`src/rtl/timer_output_monitor.sv`:
```
// -----------------------------------------------------------------------------
// timer_output_monitor
//
// Period checker for the two-channel programmable timer. Each channel watches
// its divided-clock output while its gate is open, measures the distance in
// clk cycles between rising edges, and compares it with the expected divisor.
//
// Ports:
//   clk, rst_n          system clock, asynchronous active-low reset
//   g0, g1              channel gates; measurement only while high
//   out0, out1          timer divided-clock outputs (synchronous to clk)
//   exp0, exp1          expected period in cycles, 0 encodes 16
//   clr_err             synchronous clear of err_cnt
//   period0, period1    last completed period (saturates at 2^CNT_W-1)
//   valid0, valid1      one-cycle pulse when period* updates
//   mismatch0/1         one-cycle pulse with valid* when period != expected
//   stall0, stall1      gate open but no rising edge for TIMEOUT cycles
//   err_cnt             saturating count of mismatches on both channels
// -----------------------------------------------------------------------------
module timer_output_monitor #(
    parameter int CNT_W   = 8,
    parameter int TIMEOUT = 64
) (
    input  logic             clk,
    input  logic             rst_n,
    input  logic             g0,
    input  logic             g1,
    input  logic             out0,
    input  logic             out1,
    input  logic [3:0]       exp0,
    input  logic [3:0]       exp1,
    input  logic             clr_err,
    output logic [CNT_W-1:0] period0,
    output logic [CNT_W-1:0] period1,
    output logic             valid0,
    output logic             valid1,
    output logic             mismatch0,
    output logic             mismatch1,
    output logic             stall0,
    output logic             stall1,
    output logic [7:0]       err_cnt
);

    typedef enum logic [1:0] {IDLE, ARMED, MEASURE} state_t;

    localparam logic [CNT_W-1:0] CNT_MAX   = '1;
    localparam logic [CNT_W-1:0] TIMEOUT_C = CNT_W'(TIMEOUT);

    // Channel inputs gathered into arrays so both channels share one body.
    logic [1:0]       gate;
    logic [1:0]       outs;
    logic [3:0]       exp_v   [2];

    state_t           state   [2];
    logic [1:0]       prev;
    logic [CNT_W-1:0] cnt     [2];
    logic [CNT_W-1:0] period  [2];
    logic [1:0]       valid;
    logic [1:0]       mismatch;
    logic [1:0]       stall;

    logic [1:0]       rise;
    logic [1:0]       mis_next;
    logic [CNT_W-1:0] cnt_inc [2];
    logic [CNT_W-1:0] exp_e   [2];
    logic [8:0]       err_sum;

    assign gate     = {g1, g0};
    assign outs     = {out1, out0};
    assign exp_v[0] = exp0;
    assign exp_v[1] = exp1;

    // NOTE: every always_comb output gets a default first so no path leaves
    // a value unassigned, which would otherwise infer a latch.
    always_comb begin
        rise     = '0;
        mis_next = '0;
        cnt_inc  = '{default: '0};
        exp_e    = '{default: '0};
        for (int n = 0; n < 2; n++) begin
            rise[n]    = outs[n] & ~prev[n];
            exp_e[n]   = (exp_v[n] == 4'd0) ? CNT_W'(16) : CNT_W'(exp_v[n]);
            cnt_inc[n] = (cnt[n] == CNT_MAX) ? cnt[n] : cnt[n] + 1'b1;
            // Gate low wins over a coincident rise, so it masks the mismatch.
            mis_next[n] = gate[n] && rise[n] && (state[n] == MEASURE) &&
                          (cnt[n] != exp_e[n]);
        end
    end

    // Both channels' next mismatch values feed the counter so that err_cnt
    // moves on the same edge that mismatch* becomes visible.
    assign err_sum = {1'b0, err_cnt} + 9'(mis_next[0]) + 9'(mis_next[1]);

    // NOTE: sequential state uses non-blocking assignments only, so every
    // register samples the pre-edge values regardless of statement order.
    always_ff @(posedge clk or negedge rst_n) begin
        if (!rst_n) begin
            // NOTE: every register here is small control state and is
            // cleared by reset; there is no memory array left unreset.
            prev     <= '0;
            valid    <= '0;
            mismatch <= '0;
            stall    <= '0;
            for (int n = 0; n < 2; n++) begin
                state[n]  <= IDLE;
                cnt[n]    <= '0;
                period[n] <= '0;
            end
        end else begin
            prev     <= outs;
            valid    <= '0;
            mismatch <= '0;
            for (int n = 0; n < 2; n++) begin
                case (state[n])
                    IDLE: begin
                        cnt[n]   <= '0;
                        stall[n] <= 1'b0;
                        if (gate[n]) state[n] <= ARMED;
                    end
                    ARMED, MEASURE: begin
                        if (!gate[n]) begin
                            // Partial count is dropped; no valid pulse.
                            state[n] <= IDLE;
                            cnt[n]   <= '0;
                            stall[n] <= 1'b0;
                        end else if (rise[n]) begin
                            // The rise edge itself is cycle 1 of the next period.
                            cnt[n]   <= CNT_W'(1);
                            stall[n] <= 1'b0;
                            if (state[n] == MEASURE) begin
                                period[n]   <= cnt[n];
                                valid[n]    <= 1'b1;
                                mismatch[n] <= mis_next[n];
                            end
                            state[n] <= MEASURE;
                        end else begin
                            cnt[n] <= cnt_inc[n];
                            if (cnt_inc[n] == TIMEOUT_C) stall[n] <= 1'b1;
                        end
                    end
                    default: state[n] <= IDLE;
                endcase
            end
        end
    end

    always_ff @(posedge clk or negedge rst_n) begin
        if (!rst_n) begin
            err_cnt <= '0;
        end else if (clr_err) begin
            err_cnt <= '0;
        end else begin
            err_cnt <= (err_sum > 9'd255) ? 8'd255 : err_sum[7:0];
        end
    end

    assign period0   = period[0];
    assign period1   = period[1];
    assign valid0    = valid[0];
    assign valid1    = valid[1];
    assign mismatch0 = mismatch[0];
    assign mismatch1 = mismatch[1];
    assign stall0    = stall[0];
    assign stall1    = stall[1];

endmodule
```
`config.mk`:
```
export PLATFORM = sky130hd
export DESIGN_NAME = timer_output_monitor
export DESIGN_NICKNAME = d
export VERILOG_FILES = /design/src/rtl/timer_output_monitor.sv
export SDC_FILE = /design/constraint.sdc
export NUM_CORES = 1
export LEC_CHECK = 0
export ABC_AREA = 1
export CORE_ASPECT_RATIO = 1.25
export CORE_MARGIN = 5
export CORE_UTILIZATION = 40
export CTS_CLUSTER_SIZE = 12
export DETAILED_ROUTE_END_ITERATION = 7
export PLACE_DENSITY = 0.62
export SKIP_CTS_REPAIR_TIMING = 1
export SLEW_MARGIN = 10
export SYNTH_ARGS = -nofsm -noshare
export SYNTH_HDL_FRONTEND = slang
export SYNTH_SLANG_ARGS = --single-unit
```
`constraint.sdc`:
```
create_clock -name clk -period 5.6 [get_ports clk]
set_clock_uncertainty 0.1 [all_clocks]
set_input_delay 1.12 -clock clk [delete_from_list [all_inputs] [get_ports clk]]
set_output_delay 1.12 -clock clk [all_outputs]
set_load 0.1 [all_outputs]
```
==> run summary, run 1 <==
drt first-iter violations -> 136
Die Width -> 84.13 µm
leakage power -> 1.514 nW
largest net degree at the start of global routing -> 53
Pwr Total -> 0.0009148 W
CTS Root Cell -> clkbuf_8
total track usage -> 15.72%
CTS tree -> yes
Yosys top cell by area -> dfrtp_1
Setup-failing EPs final -> 0
IO Pins -> 45
fin crit share -> 63.40%
Synth Instances -> 334
total CTS buffers -> 5
Worst Setup Path Type -> in2reg
Antenna diodes -> 0
ranking of synthesized cells by area -> dfrtp_1, nand2_1, inv_1
crit end category -> flip-flop
Slew Limit Fails -> 0
top cell type's share of synthesized area -> 47.36%
CTS H-tree depth -> 2
Yosys cell types -> 30
max-cap violations -> 0
Core Region -> 0.006648 mm²
vias -> 2329
Synth Register Bits -> 52
global-route wire length before repair -> 11090 µm
Tightest Pin Transition -> 0.9888 ns
Final Core Density -> 50.80%
HPWL Detailed -> 4735 µm
area grow syn2layout -> 22.91%
number of global-route vias before repair -> 2362
hold path depth -> 2
worst ir drop on vdd -> 0.0001493 V
Die Height -> 102.7 µm
routing usage on met3 -> 2.798%
RSZ-0062 raised after global routing -> no
flip-flop and latch area -> 0.001301 mm²
DRT Pass-1 Iters -> 4
outcome -> finished clean
hold crit path type -> reg2reg
met1 GRT Util -> 19.05%
Synthesized Nets -> 360
Worst EP arrival -> 3.63 ns
Setup TNS -> 0 ns
vias per inst -> 4.976
startpoint types -> input pin
Clock Sinks -> 52
GP Congestion -> 0.8804
DRT Wirelength -> 6271 µm
Initial Util -> 41.33%
final hold vios -> 0
Die Area -> 0.008637 mm²
post-synthesis area per instance -> 8.226 µm²
Synth Warn # -> 0
grt ovf -> 0
Final ANT Viol Nets -> 0
worst endpoint required time -> 5.68 ns
# port buffers -> 44
R2R cell count -> 11
clock buffer depth -> 2
Rows -> 33
Final Critical Period -> 3.550 ns
share of cells above drive strength 1 -> 6.037%
Pwr Density -> 270.9 mW/mm²
number of remaining DRC errors -> 0
Multi-input gate area -> 0.001251 mm²
Routed WL per cell -> 13.40 µm
Synth Cell Area -> 0.002748 mm²
nets@finish -> 407
Layout fillers -> 670
GR peak layer -> met2
clk_lat worst skew -> 0.30 ns
Slew HR -> 33.87%
Seq/Total Area, Yosys -> 47.36%
global routing usage on met2 -> 28.92%
fmax -> 281.7 MHz
clock slew at reported path FFs -> 0.09 ns
initial antenna violation count -> 0
largest driver fanout on the critical path -> 6
==> power by group <==
group / internal, W / switching, W
sequential: 0.000402 / 0.0000290
clock: 0.000110 / 0.000121
combinational: 0.0000818 / 0.000170
==> logic make-up (layout without fill, tap and decap cells) <==
logic type	count (synthesis)	in the layout	synth area share, %
AO/OA/AOI/OAI	58	58	11.52
XOR/XNOR	15	15	4.782
adder cells (fa/ha/maj)	11	11	5.282
buffers and inverters	52	99	7.104
flip-flops	52	52	47.36
AND/OR/NAND/NOR	146	146	23.95
==> per-stage QoR <==
stage               cell area (µm²)  setup WS [ns]  instances  hold WS (ns)
floorplan                      2748          2.478        334        0.4383
global placement               3281          1.726        461        0.3692
detailed placement             3281          1.663        461        0.3757
CTS                            3377          1.977        468        0.3984
global route                   3377          1.735        468        0.4140
finish                         3377          2.050        468        0.3939
==> cells in the final DEF (no fill, tap or decap), drive strengths merged, types with 2 or more instances in the layout <==
cell type / synthesis / routed
nor4: 2 / 2
nand4: 5 / 5
clkinv: 2 / 2
xnor2: 6 / 6
ha: 10 / 10
nand2: 73 / 73
dfrtp: 52 / 52
nor3: 5 / 5
a21oi: 15 / 15
or2: 2 / 2
o21ai: 27 / 27
buf: 1 / 2
inv: 45 / 45
clkbuf: 4 / 7
xor2: 9 / 9
nand3: 24 / 24
o22ai: 14 / 14
nor2: 33 / 33
clkdlybuf4s50: 0 / 43
==> routing by layer <==
metal,vias up,wire length (µm)
li1,1175,-
met1,1107,2763
met2,41,3258
met3,6,190
met4,0,59
met5,-,0
==> worst max-delay path, cell delays in order <==
cell             delay [ns]
clkdlybuf4s50_1        0.44
nor2_1                 0.15
nand2_1                0.07
nand2_1                0.05
nand4_1                0.08
nor4_1                 0.33
nor2_1                 0.13
fa_1                   0.43
ha_1                   0.22
nand3_1                0.11
nand3b_1               0.14
nor2_1                 0.07
nand2_1                0.17
a21oi_1                0.10
==> synthesized netlist by cell type <==
library cell / count
nand2_1: 68
dfrtp_1: 52
inv_1: 44
nor2_1: 28
o21ai_0: 26
nand3_1: 24
a21oi_1: 14
o22ai_1: 14
ha_1: 10
xor2_1: 9
xnor2_1: 6
nand4_1: 5
nor3_1: 5
clkbuf_1: 4
nand2_2: 4
nor2_4: 3
clkinv_1: 2
nor2_2: 2
nor4_1: 2
or2_2: 2
a211oi_1: 1
a21boi_0: 1
a21oi_2: 1
and3_1: 1
buf_1: 1
fa_1: 1
inv_2: 1
nand2_4: 1
nand3b_1: 1
o21ai_1: 1
==> cell type report <==
cell class,count,share of cell area [%]
inverter,47,5.224
tap,87,3.223
multi-input combinational,230,37.05
clock buffer,7,2.853
sequential,52,38.53
timing repair buffer,45,13.12
==> final timing paths <==
| kind | slack [ns] | from | end |
|---|---|---|---|
| min | 0.39 | period1[1] | period1[1] |
| max | 2.05 | exp1[2] | err_cnt[4] |
| max reg2reg | 2.76 | cnt[13] | err_cnt[4] |
| min in group asynchronous | 0.82 | rst_n | period0[3] |
| max in group asynchronous | 4.14 | rst_n | err_cnt[6] |
| min reg2reg | 0.39 | period1[1] | period1[1] |
==> flip-flops by register name, summed over array words and instances (netlist names) <==
name and cells:
cnt 16, err_cnt 8, mismatch 2, period0 8, period1 8, prev 2, stall 2, state 4
valid 2
(Power assumes the default switching activity.)
==> run 2: changes to the inputs <==
==> constraint.sdc (replaced) <==
create_clock -name clk -period 3.6 [get_ports clk]
set_clock_uncertainty 0.1 [all_clocks]
set_input_delay 0.72 -clock clk [delete_from_list [all_inputs] [get_ports clk]]
set_output_delay 0.72 -clock clk [all_outputs]
set_load 0.1 [all_outputs]
==> run summary, run 2 (same netlist as run 1, synthesis figures left out) <==
DRT Wirelength -> 6314 µm (+0.69%)
GR peak layer -> met2
global-route wire length before repair -> 10980 µm (-1.0%)
Clock Sinks -> 52 (unchanged)
largest driver fanout on the critical path -> 6 (unchanged)
drt first-iter violations -> 98 (-28%)
startpoint types -> input pin
Pwr Density -> 412.9 mW/mm² (+52%)
worst ir drop on vdd -> 0.0002974 V (+99%)
global routing usage on met2 -> 29.47% (+0.55 points)
Seq pwr share -> 48.5% (+1.3 points)
CTS H-tree depth -> 2 (unchanged)
clock group share of total power -> 22.9% (-2.4 points)
largest net degree at the start of global routing -> 32 (-40%)
Setup TNS -> 0 ns (unchanged)
number of global-route vias before repair -> 2411 (+2.1%)
Initial Util -> 41.33% (unchanged)
Die Area -> 0.008637 mm² (unchanged)
share of cells above drive strength 1 -> 7.853% (+1.8 points)
Final Cell Area -> 0.003348 mm² (-0.85%)
Switching Share -> 35.86% (+0.86 points)
fmax -> 310.4 MHz
Tightest Pin Transition -> 0.9829 ns (-0.005894 ns)
Worst Setup Path Type -> in2reg
Antenna diodes -> 0 (unchanged)
fin crit share -> 89.50%
CTS tree -> yes
GP Congestion -> 0.8789 (-0.17%)
CP delay by family, top -> simple AND/OR/NAND/NOR gates
crit-path max cell delay -> 0.45 ns (about the same)
Die Width -> 84.13 µm (unchanged)
# port buffers -> 44 (unchanged)
Critical Path, Cell by Cell -> clkdlybuf4s50_1 > nor2_1 > nand2_1 > nand2_1 > nand4_1 > nor4_1 > nor2_1 > fa_1 > ha_1 > nand3_1 > nand3b_1 > nor2_1 > nand2_1 > a21oi_1
outcome -> finished clean
IO Pins -> 45 (unchanged)
Top reg by flops -> cnt
Die Height -> 102.7 µm (unchanged)
number of flip-flops in the largest register -> 16 (unchanged)
area grow syn2layout -> 21.86%
Core Region -> 0.006648 mm² (unchanged)
Comb pwr share -> 28.6% (+1.1 points)
final hold vios -> 0 (unchanged)
vias -> 2348 (+0.82%)
Slowest-stage cell, CP -> fa_1
WP buf/inv -> 1 (unchanged)
DRT Pass-1 Iters -> 4 (unchanged)
Worst EP arrival -> 3.30 ns (-0.33 ns)
commonest non-fill, non-tap cell in the layout -> nand2_1
initial antenna violation count -> 0 (unchanged)
clock buffer depth -> 2 (unchanged)
Routed WL per cell -> 13.46 µm (+0.47%)
met1 GRT Util -> 17.54% (-1.5 points)
clk_lat worst skew -> 0.30 ns (about the same)
crit end category -> flip-flop
total CTS buffers -> 5 (unchanged)
grt ovf -> 0 (unchanged)
nets@finish -> 408 (+0.25%)
Final Core Density -> 50.37% (-0.43 points)
R2R setup slack -> 0.78 ns (-1.98 ns)
worst endpoint required time -> 3.68 ns (-2.00 ns)
Int Power -> 0.0008867 W (+49%)
Final Critical Period -> 3.222 ns
Slew HR -> 34.27% (+0.39 points)
RSZ-0062 raised after global routing -> no
HPWL Detailed -> 4806 µm (+1.5%)
final hold slack -> 0.2707 ns (-0.1233 ns)
max-cap violations -> 0 (unchanged)
routing usage on met3 -> 3.118% (+0.32 points)
number of remaining DRC errors -> 0 (unchanged)
Slew Limit Fails -> 0 (unchanged)
CTS Root Cell -> clkbuf_8
Rows -> 33 (unchanged)
clock slew at reported path FFs -> 0.09 ns (about the same)
hold crit path type -> in2async
total track usage -> 15.69% (-0.034 points)
most frequent cells in the layout -> nand2_1, dfrtp_1, inv_1
Net Sw Power -> 0.0004957 W (+55%)
Final ANT Viol Nets -> 0 (unchanged)
placement-stage cell area -> 0.003271 mm² (-0.31%)
vias per inst -> 5.006 (+0.60%)
Setup-failing EPs final -> 0 (unchanged)
leakage power -> 1.524 nW (+0.69%)
==> run 2: cell count changes in the layout (fill, tap and decap cells not counted) <==
| cell | change |
|---|---|
| clkbuf_8 | -2 |
| clkdlybuf4s50_1 | -7 |
| clkbuf_1 | +1 |
| buf_4 | +8 |
| clkinv_2 | +1 |
==> run 2: cell type report <==
cell class / count / area [µm²]
Sequential cell: 52 / 1301
Clock buffer: 6 / 72.57
Inverter: 47 / 176.4
Timing Repair Buffer: 46 / 432.9
Tap cell: 87 / 108.9
Fill cell: 643 / 3299
Clock inverter: 1 / 5.005
Multi-Input combinational cell: 230 / 1251
==> run 2: final timing paths <==
kind | from | end | cells past startpoint
setup / recovery | exp1[2] | err_cnt[3] | 14
hold reg to reg | period0[4] | period0[4] | 2
hold / removal | rst_n | cnt[9] | 1
min in group clk | period0[4] | period0[4] | 2
max in group asynchronous | rst_n | period1[0] | 2
setup reg to reg | cnt[5] | err_cnt[3] | 11
==> run 2: power by group through the flow <==
| stage | clock (W) | combinational [W] | sequential, W |
|---|---|---|---|
| final | 0.000316 | 0.000396 | 0.000670 |
| after global routing | 0.000356 | 0.000443 | 0.000678 |
| after CTS | 0.000331 | 0.000400 | 0.000671 |
| after detailed placement | 0 | 0.000399 | 0.000681 |
| after global placement | 0 | 0.000393 | 0.000681 |
| after floorplan | 0 | 0.000214 | 0.000748 |
==> run 2: routing by layer <==
layer / share of wire, % / wire length [µm]
met5: 0 / 0
met4: 1.4 / 90
met3: 3.5 / 223
met2: 53 / 3346
met1: 42 / 2653
==> run 2: per-stage QoR <==
step	setup slack (ns)	cells	power [W]
after floorplan	0.8785	334	0.0009619
after global placement	0.1715	462	0.001074
after detailed placement	0.09543	462	0.001080
after CTS	0.3872	469	0.001402
after global routing	0.1341	469	0.001477
final	0.3779	469	0.001382
==> run 3: changes to the inputs <==
--- a/config.mk
+++ b/config.mk
@@ -11,7 +11,8 @@
 export CORE_UTILIZATION = 40
 export CTS_CLUSTER_SIZE = 12
 export DETAILED_ROUTE_END_ITERATION = 7
-export PLACE_DENSITY = 0.62
+export DONT_BUFFER_PORTS = 1
+export PLACE_DENSITY = 0.53
 export SKIP_CTS_REPAIR_TIMING = 1
 export SLEW_MARGIN = 10
 export SYNTH_ARGS = -nofsm -noshare
==> run summary, run 3 (same netlist as run 1, synthesis figures left out) <==
outcome -> finished clean
HPWL Detailed -> 4589 µm (-4.5%)
Pwr Density -> 476.3 mW/mm² (+15%)
Core Region -> 0.006648 mm² (unchanged)
# port buffers -> 0 (-100%)
Die Width -> 84.13 µm (unchanged)
leakage power -> 1.390 nW (-8.8%)
worst endpoint required time -> 3.68 ns (about the same)
share of cells above drive strength 1 -> 7.895% (+0.041 points)
IO Pins -> 45 (unchanged)
Setup TNS -> 0 ns (unchanged)
total track usage -> 15.37% (-0.32 points)
Final Critical Period -> 2.891 ns (-0.3314 ns)
Antenna diodes -> 0 (unchanged)
drt first-iter violations -> 89 (-9.2%)
Switching Share -> 35.02% (-0.84 points)
Initial Util -> 41.33% (unchanged)
startpoint types -> flip-flop
clk_lat worst skew -> 0.31 ns (about the same)
Setup-failing EPs final -> 0 (unchanged)
nets@finish -> 367 (-10%)
Worst EP arrival -> 2.97 ns (-0.33 ns)
area grow syn2layout -> 9.426%
DRT Pass-1 Iters -> 4 (unchanged)
initial antenna violation count -> 0 (unchanged)
largest net degree at the start of global routing -> 53 (+66%)
commonest non-fill, non-tap cell in the layout -> nand2_1
Slew HR -> 32.55% (-1.7 points)
Top reg by flops -> cnt
max-cap violations -> 0 (unchanged)
fmax -> 345.9 MHz (+11%)
DRT Wirelength -> 6141 µm (-2.7%)
vias -> 2144 (-8.7%)
GP Congestion -> 0.8430 (-4.1%)
Int Power -> 0.0009305 W (+4.9%)
Clock Sinks -> 52 (unchanged)
vias per inst -> 4.998 (-0.17%)
CTS Root Cell -> clkbuf_8
global-route wire length before repair -> 10700 µm (-2.5%)
clock group share of total power -> 28.1% (+5.2 points)
CTS tree -> yes
Die Height -> 102.7 µm (unchanged)
most frequent cells in the layout -> nand2_1, dfrtp_1, inv_1
Final ANT Viol Nets -> 0 (unchanged)
Seq pwr share -> 52.2% (+3.7 points)
Tightest Pin Transition -> 1.012 ns (+0.02882 ns)
clock buffer depth -> 2 (unchanged)
RSZ-0062 raised after global routing -> no
Comb pwr share -> 19.7% (-8.9 points)
Worst Setup Path Type -> reg2reg
clock slew at reported path FFs -> 0.10 ns (about the same)
Net Sw Power -> 0.0005014 W (+1.2%)
number of remaining DRC errors -> 0 (unchanged)
grt ovf -> 0 (unchanged)
hold crit path type -> in2async
crit end category -> flip-flop
total CTS buffers -> 5 (unchanged)
Die Area -> 0.008637 mm² (unchanged)
largest driver fanout on the critical path -> 7 (+1)
final hold vios -> 0 (unchanged)
Routed WL per cell -> 14.31 µm (+6.3%)
Rows -> 33 (unchanged)
worst ir drop on vdd -> 0.0002497 V (-16%)
Slew Limit Fails -> 0 (unchanged)
fin crit share -> 80.30% (-9.2 points)
number of flip-flops in the largest register -> 16 (unchanged)
CTS H-tree depth -> 2 (unchanged)
number of global-route vias before repair -> 2205 (-8.5%)
Final Core Density -> 45.23% (-5.1 points)
-- run 3: worst paths after layout --
| path | start | slack [ns] | end | depth (start not counted) |
|---|---|---|---|---|
| worst min-delay path | rst_n | 0.17 | period1[0] | 1 |
| max in group asynchronous | rst_n | 3.00 | state[3] | 1 |
| worst max-delay path | cnt[13] | 0.71 | err_cnt[0] | 11 |
| worst min register to register | prev[0] | 0.48 | valid[0] | 3 |
| min in group clk | out1 | 0.33 | prev[1] | 0 |
| worst max register to register | cnt[13] | 0.71 | err_cnt[0] | 11 |
-- run 3: metrics by stage --
stage | instances | cell area [µm²] | hold WS, ns | worst slack (ns) | total power (W)
after floorplan | 334 | 2748 | 0.3244 | 0.8785 | 0.0009619
after global placement | 420 | 2868 | 0.3258 | 0.6323 | 0.001026
after detailed placement | 420 | 2868 | 0.3255 | 0.5453 | 0.001028
after CTS | 428 | 2979 | -0.02452 | 0.7112 | 0.001441
after global routing | 429 | 3007 | 0.1665 | 0.4912 | 0.001525
final | 429 | 3007 | 0.1655 | 0.7094 | 0.001432
-- run 3: power by group through the flow --
stage / Sequential [W] / Clock (W) / Combinational, W
3_5_place_dp: 0.000760 / 0 / 0.000267
5_1_grt: 0.000756 / 0.000443 / 0.000327
4_1_cts: 0.000749 / 0.000422 / 0.000269
6_report: 0.000748 / 0.000403 / 0.000281
3_3_place_gp: 0.000759 / 0 / 0.000268
2_1_floorplan: 0.000748 / 0 / 0.000214
-- run 3: routing by layer --
| layer | share of wire, % | up-vias | global-route usage [%] | wire [µm] |
|---|---|---|---|---|
| met5 | 0 | - | 0 | 0 |
| met4 | 1.5 | 0 | 5.074 | 93 |
| met2 | 50 | 41 | 27.64 | 3080 |
| met1 | 44 | 997 | 18.17 | 2685 |
| li1 | - | 1098 | - | - |
| met3 | 4.6 | 8 | 3.597 | 281 |
-- run 3: layout make-up --
| class | count | area [µm²] |
|---|---|---|
| clock buffers | 5 | 68.82 |
| clock inverters | 3 | 42.54 |
| fillers | 681 | 3641 |
| inverters | 47 | 176.4 |
| multi-input cells | 230 | 1251 |
| flip-flops and latches | 52 | 1301 |
| well taps | 87 | 108.9 |
| repair buffers | 5 | 57.56 |
-- run 3: critical path, cell delays in order (launching register included) --
cell and delay, ns:
dfrtp_1 0.46, nor3_1 0.26, nand3_1 0.11, nor4_1 0.44
nor3_1 0.13, fa_1 0.41, ha_1 0.22, nand3_1 0.12
nand3b_1 0.15, nor2_1 0.09, nand2_1 0.18, a21oi_1 0.10
